`src/rtl/opr_result_reader_if.sv`:
```
// Handshake and buffer-port bundle between the result reader, the retire stage,
// and the operator result buffer.
interface opr_result_reader_if #(
    parameter int ADDRS_WIDTH = 4
);
    logic                   wren;
    logic [ADDRS_WIDTH-1:0] wraddrs;
    logic                   req_valid;
    logic [ADDRS_WIDTH-1:0] req_addrs;
    logic                   req_ready;
    logic                   rdenA;
    logic [ADDRS_WIDTH-1:0] rdaddrsA;
    logic [67:0]            rddataA;
    logic                   res_valid;
    logic                   res_ready;
    logic [63:0]            res_data;
    logic                   res_n;
    logic                   res_z;
    logic                   res_C;
    logic                   res_V;
    logic [ADDRS_WIDTH-1:0] res_addrs;
    logic                   res_err;

    modport slave (
        input  wren, wraddrs, req_valid, req_addrs, rddataA, res_ready,
        output req_ready, rdenA, rdaddrsA, res_valid, res_data,
               res_n, res_z, res_C, res_V, res_addrs, res_err
    );

    modport master (
        output wren, wraddrs, req_valid, req_addrs, rddataA, res_ready,
        input  req_ready, rdenA, rdaddrsA, res_valid, res_data,
               res_n, res_z, res_C, res_V, res_addrs, res_err
    );
endinterface

```
`src/rtl/opr_result_reader.sv`:
```
// Reads thread-indexed operator results once their slot has been written,
// unpacks {C,V,n,z,result} and returns them on a valid/ready handshake.
module opr_result_reader #(
    parameter int ADDRS_WIDTH = 4,
    parameter int TIMEOUT     = 255,
    parameter bit CONSUME     = 1'b1
) (
    input logic CLK,
    input logic RESET,
    opr_result_reader_if.slave bus
);
    localparam int         SLOTS       = 1 << ADDRS_WIDTH;
    localparam logic [7:0] TIMEOUT_CNT = 8'(TIMEOUT);
    localparam bit         TIMEOUT_EN  = (TIMEOUT != 0);

    typedef enum logic [1:0] {S_IDLE, S_WAIT, S_CAPT, S_OUT} state_t;

    state_t                 state;
    state_t                 stateNext;
    logic [SLOTS-1:0]       validBits;
    logic [SLOTS-1:0]       validNext;
    logic [ADDRS_WIDTH-1:0] slotQ;
    logic [7:0]             waitCnt;
    logic [7:0]             waitCntInc;
    logic                   slotValid;
    logic                   acceptReq;
    logic                   issueRead;
    logic                   timeoutHit;
    logic                   retire;

    logic                   resValid;
    logic                   resErr;
    logic                   resC;
    logic                   resV;
    logic                   resN;
    logic                   resZ;
    logic [63:0]            resData;
    logic [ADDRS_WIDTH-1:0] resAddrs;

    assign slotValid  = validBits[slotQ];
    assign waitCntInc = (waitCnt == 8'hFF) ? waitCnt : waitCnt + 8'd1;

    always_comb begin
        stateNext  = state;
        acceptReq  = 1'b0;
        issueRead  = 1'b0;
        timeoutHit = 1'b0;
        retire     = 1'b0;
        case (state)
            S_IDLE: begin
                if (bus.req_valid) begin
                    acceptReq = 1'b1;
                    stateNext = S_WAIT;
                end
            end
            S_WAIT: begin
                // Only a registered valid bit may launch the read, so a write
                // landing this cycle is picked up on the next one.
                if (slotValid) begin
                    issueRead = 1'b1;
                    stateNext = S_CAPT;
                end else if (TIMEOUT_EN && (waitCntInc == TIMEOUT_CNT)) begin
                    timeoutHit = 1'b1;
                    stateNext  = S_OUT;
                end
            end
            S_CAPT: stateNext = S_OUT;
            S_OUT: begin
                if (bus.res_ready) begin
                    retire    = 1'b1;
                    stateNext = S_IDLE;
                end
            end
            default: stateNext = S_IDLE;
        endcase
    end

    // Clear-on-read first, then the snooped write, so a same-edge rewrite survives.
    always_comb begin
        validNext = validBits;
        if (CONSUME && issueRead) validNext[slotQ] = 1'b0;
        if (bus.wren) validNext[bus.wraddrs] = 1'b1;
    end

    always_ff @(posedge CLK) begin
        if (RESET) begin
            state     <= S_IDLE;
            validBits <= '0;
            slotQ     <= '0;
            waitCnt   <= 8'd0;
        end else begin
            state     <= stateNext;
            validBits <= validNext;
            if (acceptReq) begin
                slotQ   <= bus.req_addrs;
                waitCnt <= 8'd0;
            end else if (state == S_WAIT && !slotValid) begin
                waitCnt <= waitCntInc;
            end
        end
    end

    always_ff @(posedge CLK) begin
        if (RESET) begin
            resValid <= 1'b0;
            resErr   <= 1'b0;
            resC     <= 1'b0;
            resV     <= 1'b0;
            resN     <= 1'b0;
            resZ     <= 1'b0;
            resData  <= 64'd0;
            resAddrs <= '0;
        end else if (timeoutHit) begin
            resValid <= 1'b1;
            resErr   <= 1'b1;
            resC     <= 1'b0;
            resV     <= 1'b0;
            resN     <= 1'b0;
            resZ     <= 1'b0;
            resData  <= 64'd0;
            resAddrs <= slotQ;
        end else if (state == S_CAPT) begin
            resValid <= 1'b1;
            resErr   <= 1'b0;
            resC     <= bus.rddataA[67];
            resV     <= bus.rddataA[66];
            resN     <= bus.rddataA[65];
            resZ     <= bus.rddataA[64];
            resData  <= bus.rddataA[63:0];
            resAddrs <= slotQ;
        end else if (retire) begin
            resValid <= 1'b0;
        end
    end

    assign bus.req_ready = (state == S_IDLE);
    assign bus.rdenA     = issueRead;
    assign bus.rdaddrsA  = issueRead ? slotQ : '0;
    assign bus.res_valid = resValid;
    assign bus.res_err   = resErr;
    assign bus.res_C     = resC;
    assign bus.res_V     = resV;
    assign bus.res_n     = resN;
    assign bus.res_z     = resZ;
    assign bus.res_data  = resData;
    assign bus.res_addrs = resAddrs;
endmodule

```
`src/flat_wrapper.sv`:
```
// flat-port wrapper written by rule: the top's interface ports become plain ports
module opr_result_reader_flat 
#(
    parameter int ADDRS_WIDTH = 4,
    parameter int TIMEOUT     = 255,
    parameter bit CONSUME     = 1'b1
)
  (CLK, RESET, bus_wren, bus_wraddrs, bus_req_valid, bus_req_addrs, bus_rddataA, bus_res_ready, bus_req_ready, bus_rdenA, bus_rdaddrsA, bus_res_valid, bus_res_data, bus_res_n, bus_res_z, bus_res_C, bus_res_V, bus_res_addrs, bus_res_err);
  opr_result_reader_if #(.ADDRS_WIDTH(ADDRS_WIDTH)) bus_i ();
  input logic CLK;
  input logic RESET;
  input wire logic [$bits(bus_i.wren)-1:0] bus_wren;
  input wire logic [$bits(bus_i.wraddrs)-1:0] bus_wraddrs;
  input wire logic [$bits(bus_i.req_valid)-1:0] bus_req_valid;
  input wire logic [$bits(bus_i.req_addrs)-1:0] bus_req_addrs;
  input wire logic [$bits(bus_i.rddataA)-1:0] bus_rddataA;
  input wire logic [$bits(bus_i.res_ready)-1:0] bus_res_ready;
  output wire logic [$bits(bus_i.req_ready)-1:0] bus_req_ready;
  output wire logic [$bits(bus_i.rdenA)-1:0] bus_rdenA;
  output wire logic [$bits(bus_i.rdaddrsA)-1:0] bus_rdaddrsA;
  output wire logic [$bits(bus_i.res_valid)-1:0] bus_res_valid;
  output wire logic [$bits(bus_i.res_data)-1:0] bus_res_data;
  output wire logic [$bits(bus_i.res_n)-1:0] bus_res_n;
  output wire logic [$bits(bus_i.res_z)-1:0] bus_res_z;
  output wire logic [$bits(bus_i.res_C)-1:0] bus_res_C;
  output wire logic [$bits(bus_i.res_V)-1:0] bus_res_V;
  output wire logic [$bits(bus_i.res_addrs)-1:0] bus_res_addrs;
  output wire logic [$bits(bus_i.res_err)-1:0] bus_res_err;
  assign bus_i.wren = bus_wren;
  assign bus_i.wraddrs = bus_wraddrs;
  assign bus_i.req_valid = bus_req_valid;
  assign bus_i.req_addrs = bus_req_addrs;
  assign bus_i.rddataA = bus_rddataA;
  assign bus_i.res_ready = bus_res_ready;
  assign bus_req_ready = bus_i.req_ready;
  assign bus_rdenA = bus_i.rdenA;
  assign bus_rdaddrsA = bus_i.rdaddrsA;
  assign bus_res_valid = bus_i.res_valid;
  assign bus_res_data = bus_i.res_data;
  assign bus_res_n = bus_i.res_n;
  assign bus_res_z = bus_i.res_z;
  assign bus_res_C = bus_i.res_C;
  assign bus_res_V = bus_i.res_V;
  assign bus_res_addrs = bus_i.res_addrs;
  assign bus_res_err = bus_i.res_err;
  opr_result_reader #(.ADDRS_WIDTH(ADDRS_WIDTH), .TIMEOUT(TIMEOUT), .CONSUME(CONSUME)) u_core (.CLK(CLK), .RESET(RESET), .bus(bus_i));
endmodule
```
`config.mk`:
```
export PLATFORM = sky130hd
export DESIGN_NAME = opr_result_reader_flat
export DESIGN_NICKNAME = d
export VERILOG_FILES = /design/src/rtl/opr_result_reader_if.sv /design/src/rtl/opr_result_reader.sv /design/src/flat_wrapper.sv
export SDC_FILE = /design/constraint.sdc
export NUM_CORES = 1
export LEC_CHECK = 0
export BUFFER_PORTS_ARGS = -buffer_cell sky130_fd_sc_hd__buf_2
export CAP_MARGIN = 20
export CORE_MARGIN = 2
export CORE_UTILIZATION = 44
export CTS_CLUSTER_DIAMETER = 150
export DETAILED_ROUTE_END_ITERATION = 16
export PLACE_DENSITY = 0.8
export SYNTH_ARGS = -nofsm -noshare
export SYNTH_HDL_FRONTEND = slang
export SYNTH_SLANG_ARGS = --single-unit
```
`constraint.sdc`:
```
create_clock -name CLK -period 2 [get_ports CLK]
set_input_delay 0.1 -clock CLK [delete_from_list [all_inputs] [get_ports CLK]]
set_output_delay 0.1 -clock CLK [all_outputs]
set_load 0.05 [all_outputs]
```
==> metrics.txt, run 1 <==
outcome finished, violations left; failing checks negative setup slack; CP max FO 8; Mapped Area 0.00426 mm2; CTS tree done; Die Wd 102 um; clock-pin slew on the worst setup and hold paths 0.10 ns; Via-to-Cell Ratio 5.41; relative slew slack 57.3%; clk sinks 104; Yosys warning count 0; Cell Int Power 4020 uW; Finish-stage setup viols 104; antenna violations before repair 0; final hold vios 0; DRC 0; final WL 14700 um; f_max 433 MHz; Async S/R FF share, synth 0%; Synthesized Nets 516; Slew Viols, Final 0; Inserted Clock Buffers 9; Overflow after GRT 0; # fillers 603; placer congestion estimate 0.913; NetSw 3140 uW; Cell Rows 35; Max Buffers Root-to-Sink 2; Clock power frac 18.2%; PD cells 1070 mW/mm2; sw frac 43.9%; PortBufs 160; Distinct cells, synth 44; chip height 102 um; Clock Skew 0.0258 ns; Seq pwr share 36.0%; post-route ant nets 0; vias in the first global route 4335; Area after DPL 0.00539 mm2; post-route cell area 0.00671 mm2; min-delay worst type in2reg; maximum VDD drop 0.517 mV; maxcap violations 0; detailed placement HPWL 8030 um; CP Capture Type flip-flop; most common cell after layout, fill and taps aside buf_2; Worst Setup Path Type reg2reg; Combinational Power Share 45.8%; drt first pass iters 4; R2R depth 9; Setup WS pre-CTS -0.172 ns; Syn Area/Cell 9.92 um2; leading cell types in the layout, fill and taps excluded 155 x buf_2, 103 x dfxtp_1, 81 x mux2i_1, 66 x dlygate4sd3_1, 59 x nor2_1; register area 0.00209 mm2; Max H-tree Level 3; Syn Inst Count 430; I/O Pins 161; DR vias 4399; CTS root buf clkbuf_8; Final Worst Setup Slack -0.307 ns; Initial DRC Count 206; main flop type after synthesis dfxtp_1; Area Overhead vs Synth 57.4%; first-pass GRT wire length 21200 um; Worst Max-Slew Pin Slew 0.638 ns; Die ar. 0.0105 mm2; Worst Path Required 2.30 ns; CP arrival 2.60 ns; post-synthesis sequential area ratio 48.8%; Core Region 0.00933 mm2; GRT Overall Usage 25.8%; share of cells above drive strength 1 39.5%; Post-Place Cells 716; Leak Pwr 0.00284 uW; #FFs+latches synth 104; clk_lat worst skew 0.37 ns; routed len/inst 18.1 um; Post-synth EDFFs 0; final instance count without filler cells 813; worst hold stages 3; RSZ-0062 raised after global routing yes; period utilisation layout 115%; ant diodes 0; post-layout min period 2.31 ns; multi-input logic area 0.00229 mm2; startpoint types flip-flop; largest net degree at the start of global routing 41; Final nets 765; initial core utilization 45.7%
-- Yosys cell counts, types with 2 or more instances --
master	number	area share, %
a21o_1	4	0.70
xnor2_1	3	0.62
nand4_1	5	0.73
buf_6	2	0.53
nor3b_1	3	0.53
nand2_1	17	1.5
nor2b_1	6	0.88
mux2i_1	82	19
buf_2	4	0.47
a311oi_1	2	0.41
a211oi_1	3	0.53
a32o_1	13	3.1
ha_1	5	1.5
a31oi_1	5	0.73
inv_1	6	0.53
nand3_1	12	1.4
and2_1	2	0.29
dfxtp_1	104	49
mux4_2	2	1.1
nor3_1	5	0.59
a21oi_1	10	1.2
buf_4	2	0.35
and3_1	9	1.3
clkbuf_1	18	1.6
nand3b_1	3	0.53
nor2_1	85	7.5
-- registers in the layout (all words and copies together), names as in the netlist, 2 cells and up --
name,count
u_core.bus.res_data,64
u_core.state,2
u_core.slotQ,4
u_core.validBits,16
u_core.waitCnt,8
u_core.bus.res_addrs,4
-- power by group through the flow --
stage / combinational [uW] / sequential [uW] / clock [uW]
global placement: 2810 / 2580 / 0
floorplan: 1230 / 3500 / 0
finish: 3280 / 2570 / 1300
CTS: 3050 / 2540 / 1320
detailed placement: 2870 / 2590 / 0
global route: 3450 / 2600 / 1410
-- metrics by stage --
stage | setup TNS (ns) | hold WS [ns] | util, % | total power [uW]
5_1_grt | -32.79 | 0.00586 | 72.0 | 7470
3_3_place_gp | -2.62 | 0.337 | 57.8 | 5390
4_1_cts | -19.50 | 0.00148 | 69.2 | 6910
2_1_floorplan | -1.34 | 0.240 | - | 4730
6_report | -24.87 | 0.0123 | 72.0 | 7150
3_5_place_dp | -12.41 | 0.345 | 57.8 | 5460
-- critical path, stage by stage (launching register included) --
cell and delay, ns:
dfxtp_4 0.39, buf_6 0.13, mux2i_1 0.12, mux4_2 0.51, buf_6 0.14, a22oi_2 0.23, nor3_2 0.07, or2_4 0.34
clkbuf_16 0.21, nor2_4 0.10
-- layout make-up --
| class | count | share of cell area, % |
|---|---|---|
| Multi-Input combinational cell | 293 | 34.1 |
| Inverter | 6 | 0.336 |
| Tap cell | 129 | 2.40 |
| Clock buffer | 9 | 1.85 |
| Clock inverter | 7 | 1.12 |
| Timing Repair Buffer | 265 | 29.1 |
| Sequential cell | 104 | 31.1 |
-- per-layer routing --
layer,track usage [%],share of wire [%],routed length (um)
met2,45.1,51,7490
met1,28.6,37,5440
met5,0,0,0
met3,6.50,7.6,1130
met4,13.9,4.7,686
-- cells by family (layout without fill, tap and decap cells) --
family / after synthesis / in the layout / share of synthesized area, %
simple gates: 153 / 153 / 16.4
buf+inv: 33 / 287 / 3.55
fa+ha+maj: 5 / 5 / 1.47
flops: 104 / 104 / 48.8
compound gates: 48 / 48 / 8.83
mux: 84 / 84 / 20.3
xor+xnor: 3 / 3 / 0.616
-- worst paths after layout --
| path | slack (ns) | end | startpoint |
|---|---|---|---|
| max | -0.31 | u_core.bus.res_data[55] | u_core.slotQ[1] |
| min | 0.01 | u_core.slotQ[1] | bus_req_addrs[1] |
| max reg2reg | -0.31 | u_core.bus.res_data[55] | u_core.slotQ[1] |
| min reg2reg | 0.50 | u_core.bus.res_data[56] | u_core.bus.res_data[56] |
-- what timing repair did --
action                                  4_1_cts  5_1_grt
hold buffers                                 65        1
hold endpoints to repair                     65        1
resized for setup                            37       45
endpoints found under the setup margin      100      105
gates cloned                                  1        4
buffers inserted                             10        1
pin swaps                                    13       18
(Power assumes the default switching activity.)
==> run 2, diff against run 1 <==
--- a/config.mk
+++ b/config.mk
@@ -5,13 +5,14 @@
 export SDC_FILE = /design/constraint.sdc
 export NUM_CORES = 1
 export LEC_CHECK = 0
+export ABC_AREA = 1
 export BUFFER_PORTS_ARGS = -buffer_cell sky130_fd_sc_hd__buf_2
 export CAP_MARGIN = 20
-export CORE_MARGIN = 2
-export CORE_UTILIZATION = 44
+export CORE_MARGIN = 8
+export CORE_UTILIZATION = 45
 export CTS_CLUSTER_DIAMETER = 150
 export DETAILED_ROUTE_END_ITERATION = 16
-export PLACE_DENSITY = 0.8
+export PLACE_DENSITY = 0.81
 export SYNTH_ARGS = -nofsm -noshare
 export SYNTH_HDL_FRONTEND = slang
 export SYNTH_SLANG_ARGS = --single-unit
==> metrics.txt, run 2 <==
outcome completed; startpoint types flip-flop; period utilisation layout 98.2%; Initial DRC Count 398; maximum VDD drop 0.709 mV; CP max FO 6; Synth Area in XOR/XNOR 0.197%; GRT Overall Usage 21.3%; ant diodes 0; #FFs+latches synth 104; Worst Max-Slew Pin Slew 0.581 ns; final WL 15700 um; CP Cell Sequence buf_6 > nand2_4 > nand2_2 > nand2_1 > nand2_1 > nand2_1 > nand2_2 > o21ai_2 > buf_6 > nor2_4 > buf_6; main flop type after synthesis dfxtp_1; initial core utilization 45.9%; main combinational cell family by area after synthesis simple AND/OR/NAND/NOR gates; PD cells 1110 mW/mm2; clock-pin slew on the worst setup and hold paths 0.11 ns; Hold EP u_core.slotQ[2]; Slew Viols, Final 0; reg-to-reg slack, setup 0.05 ns; DR vias 5069; R2R Path End u_core.bus.res_data[19]; Post-synth EDFFs 0; antenna violations before repair 0; vias in the first global route 4747; CTS root buf clkbuf_8; CP Capture Type output port; Synth Area in Compound Gates 17.0%; Simple-Gate Fraction of Synth Area 28.0%; Overflow after GRT 0; Syn Inst Count 623; I/O Pins 161; Final nets 962; Die ar. 0.0133 mm2; f_max 509 MHz; Worst Path Required 1.90 ns; most common cell after layout, fill and taps aside nand2_1; Yosys warning count 0; leading cell types in the layout, fill and taps excluded 244 x nand2_1, 156 x buf_2, 98 x dfxtp_1, 69 x dlygate4sd3_1, 54 x a21oi_1; clk_lat worst skew 0.37 ns; top post-synthesis cells by area dfxtp_1 47%, nand2_1 21%, a21oi_1 8.9%; CP arrival 1.86 ns; CP max stage delay 0.40 ns; largest net degree at the start of global routing 48; Synthesized Nets 709; slowest stage cell, crit path dfxtp_4; Bufs and invs on worst path 3; maxcap violations 0; Worst Setup Path Type reg2out; first-pass GRT wire length 22700 um; Async S/R FF share, synth 0%; chip height 115 um; Mapped Area 0.00445 mm2; Cell Rows 36; cell taking the most area after synthesis dfxtp_1; top-count cell post-synth nand2_1; routed len/inst 15.5 um; Clock Skew 0.0136 ns; worst hold stages 3; RSZ-0062 raised after global routing yes; drt first pass iters 5; Distinct cells, synth 28; post-synthesis mux area share 0%; Max H-tree Level 3; Via-to-Cell Ratio 5.00; Post-synth top cells 251 x nand2_1, 104 x dfxtp_1, 79 x a21oi_1; Synth Area in Adders 1.41%; delay-heaviest family, CP buffers and inverters; max reg flops 64; Finish-stage setup viols 0; Post-Place Cells 910; post-route ant nets 0; placer congestion estimate 0.923; final instance count without filler cells 1014; PortBufs 160; hold path startpoint bus_req_addrs[2]; DRC 0; R2R depth 13; total power 7690 uW; Area Overhead vs Synth 55.5%; min-delay worst type in2reg; final hold vios 0; Syn Area/Cell 7.14 um2; Inserted Clock Buffers 9; # fillers 726; post-layout min period 1.96 ns; share of the synthesized area in the top cell type 46.8%; Max Buffers Root-to-Sink 2; share of cells above drive strength 1 34.5%; post-synthesis sequential area ratio 46.8%; relative slew slack 61.2%; CTS tree done; reg-to-reg startpoint u_core.waitCnt[1]; Core Region 0.00968 mm2; clk sinks 104; Leak Pwr 0.00309 uW; Die Wd 115 um; detailed placement HPWL 9390 um
## run 2: cell count changes after synthesis, moves of 20 or more
cell	change
nor2_1	-52
a21oi_1	+69
o21ai_0	+25
a21oi_2	+20
nand2_1	+234
mux2i_1	-82
inv_1	+24
## run 2: final cells by class
type	count	area [um2]	area share (%)
multi-input combinational	453	2300	33.3
sequential	104	2090	30.3
timing repair buffer	272	2010	29.1
tap	133	166	2.41
inverter	36	140	2.03
clock buffer	10	138	1.99
clock inverter	6	62.6	0.905
## run 2: power breakdown
part | switching, uW | leakage (uW) | internal, uW | total [uW]
registers | 289 | 0.000850 | 2490 | 2780
logic | 2550 | 0.00214 | 1050 | 3600
clock network | 799 | 0.000102 | 520 | 1320
## run 2: worst max-delay path by stage
| stage | from | endpoint | slack, ns | depth (start not counted) |
|---|---|---|---|---|
| floorplan | u_core.slotQ[0] | bus_rdaddrsA[0] | 0.03 | 10 |
| detailed placement | u_core.waitCnt[0] | u_core.bus.res_data[1] | 0.1 | 13 |
| finish | u_core.slotQ[0] | bus_rdaddrsA[2] | 0.04 | 11 |
| global placement | u_core.waitCnt[1] | u_core.bus.res_data[40] | 0.16 | 13 |
| global route | u_core.waitCnt[0] | u_core.bus.res_data[19] | -0.09 | 13 |
| CTS | u_core.slotQ[0] | bus_rdaddrsA[0] | 0.007 | 10 |
## run 2: metrics by stage
stage | worst slack, ns | setup TNS (ns) | util [%] | hold slack [ns] | instance area (um2)
final | 0.0368 | 0 | 71.4 | 0.0217 | 6910
after global placement | 0.158 | 0 | 56.4 | 0.348 | 5460
after floorplan | 0.0290 | 0 | - | 0.240 | 4450
after CTS | 0.00724 | 0 | 66.2 | 0.00157 | 6410
after global routing | -0.0871 | -3.80 | 71.4 | 0.0147 | 6910
after detailed placement | 0.0988 | 0 | 56.4 | 0.358 | 5460
## run 2: kinds of logic (layout without fill, tap and decap cells)
family                     after synthesis  after routing
buffers and inverters                   67            324
xor gates and xnor gates                 1              1
adders and majority gates                5              5
DFF                                    104            104
AOI/OAI and AO/OA                      134            134
and+or+nand+nor                        312            313
## run 2: worst reg2reg max path, stage by stage, from the launching register on
cell	delay, ns
dfxtp_2	0.37
ha_4	0.16
nand2_4	0.07
nor2_4	0.17
nand2_4	0.11
nand2_1	0.07
nand2_1	0.06
nor2_1	0.08
nand3_1	0.07
nor2_1	0.11
nand2_2	0.16
nand2_8	0.18
clkbuf_16	0.20
a21oi_2	0.04
## run 2: per-layer routing
metal | share of wire (%) | vias to the layer above | GRT usage [%] | wire length, um
met2 | 49 | 210 | 35.4 | 7640
met1 | 41 | 2334 | 24.3 | 6450
met5 | 0 | - | 0 | 0
li1 | - | 2488 | - | -
met3 | 7.6 | 37 | 6.51 | 1190
met4 | 2.9 | 0 | 10.2 | 454
## run 2: repair_timing
action | CTS | global route
cloned | 1 | 8
gates resized for setup | 19 | 73
pin swaps | 1 | 15
setup endpoints to repair | 5 | 73
hold buffers | 68 | 1
buffers inserted | 1 | 9
hold endpoints to repair | 68 | 1
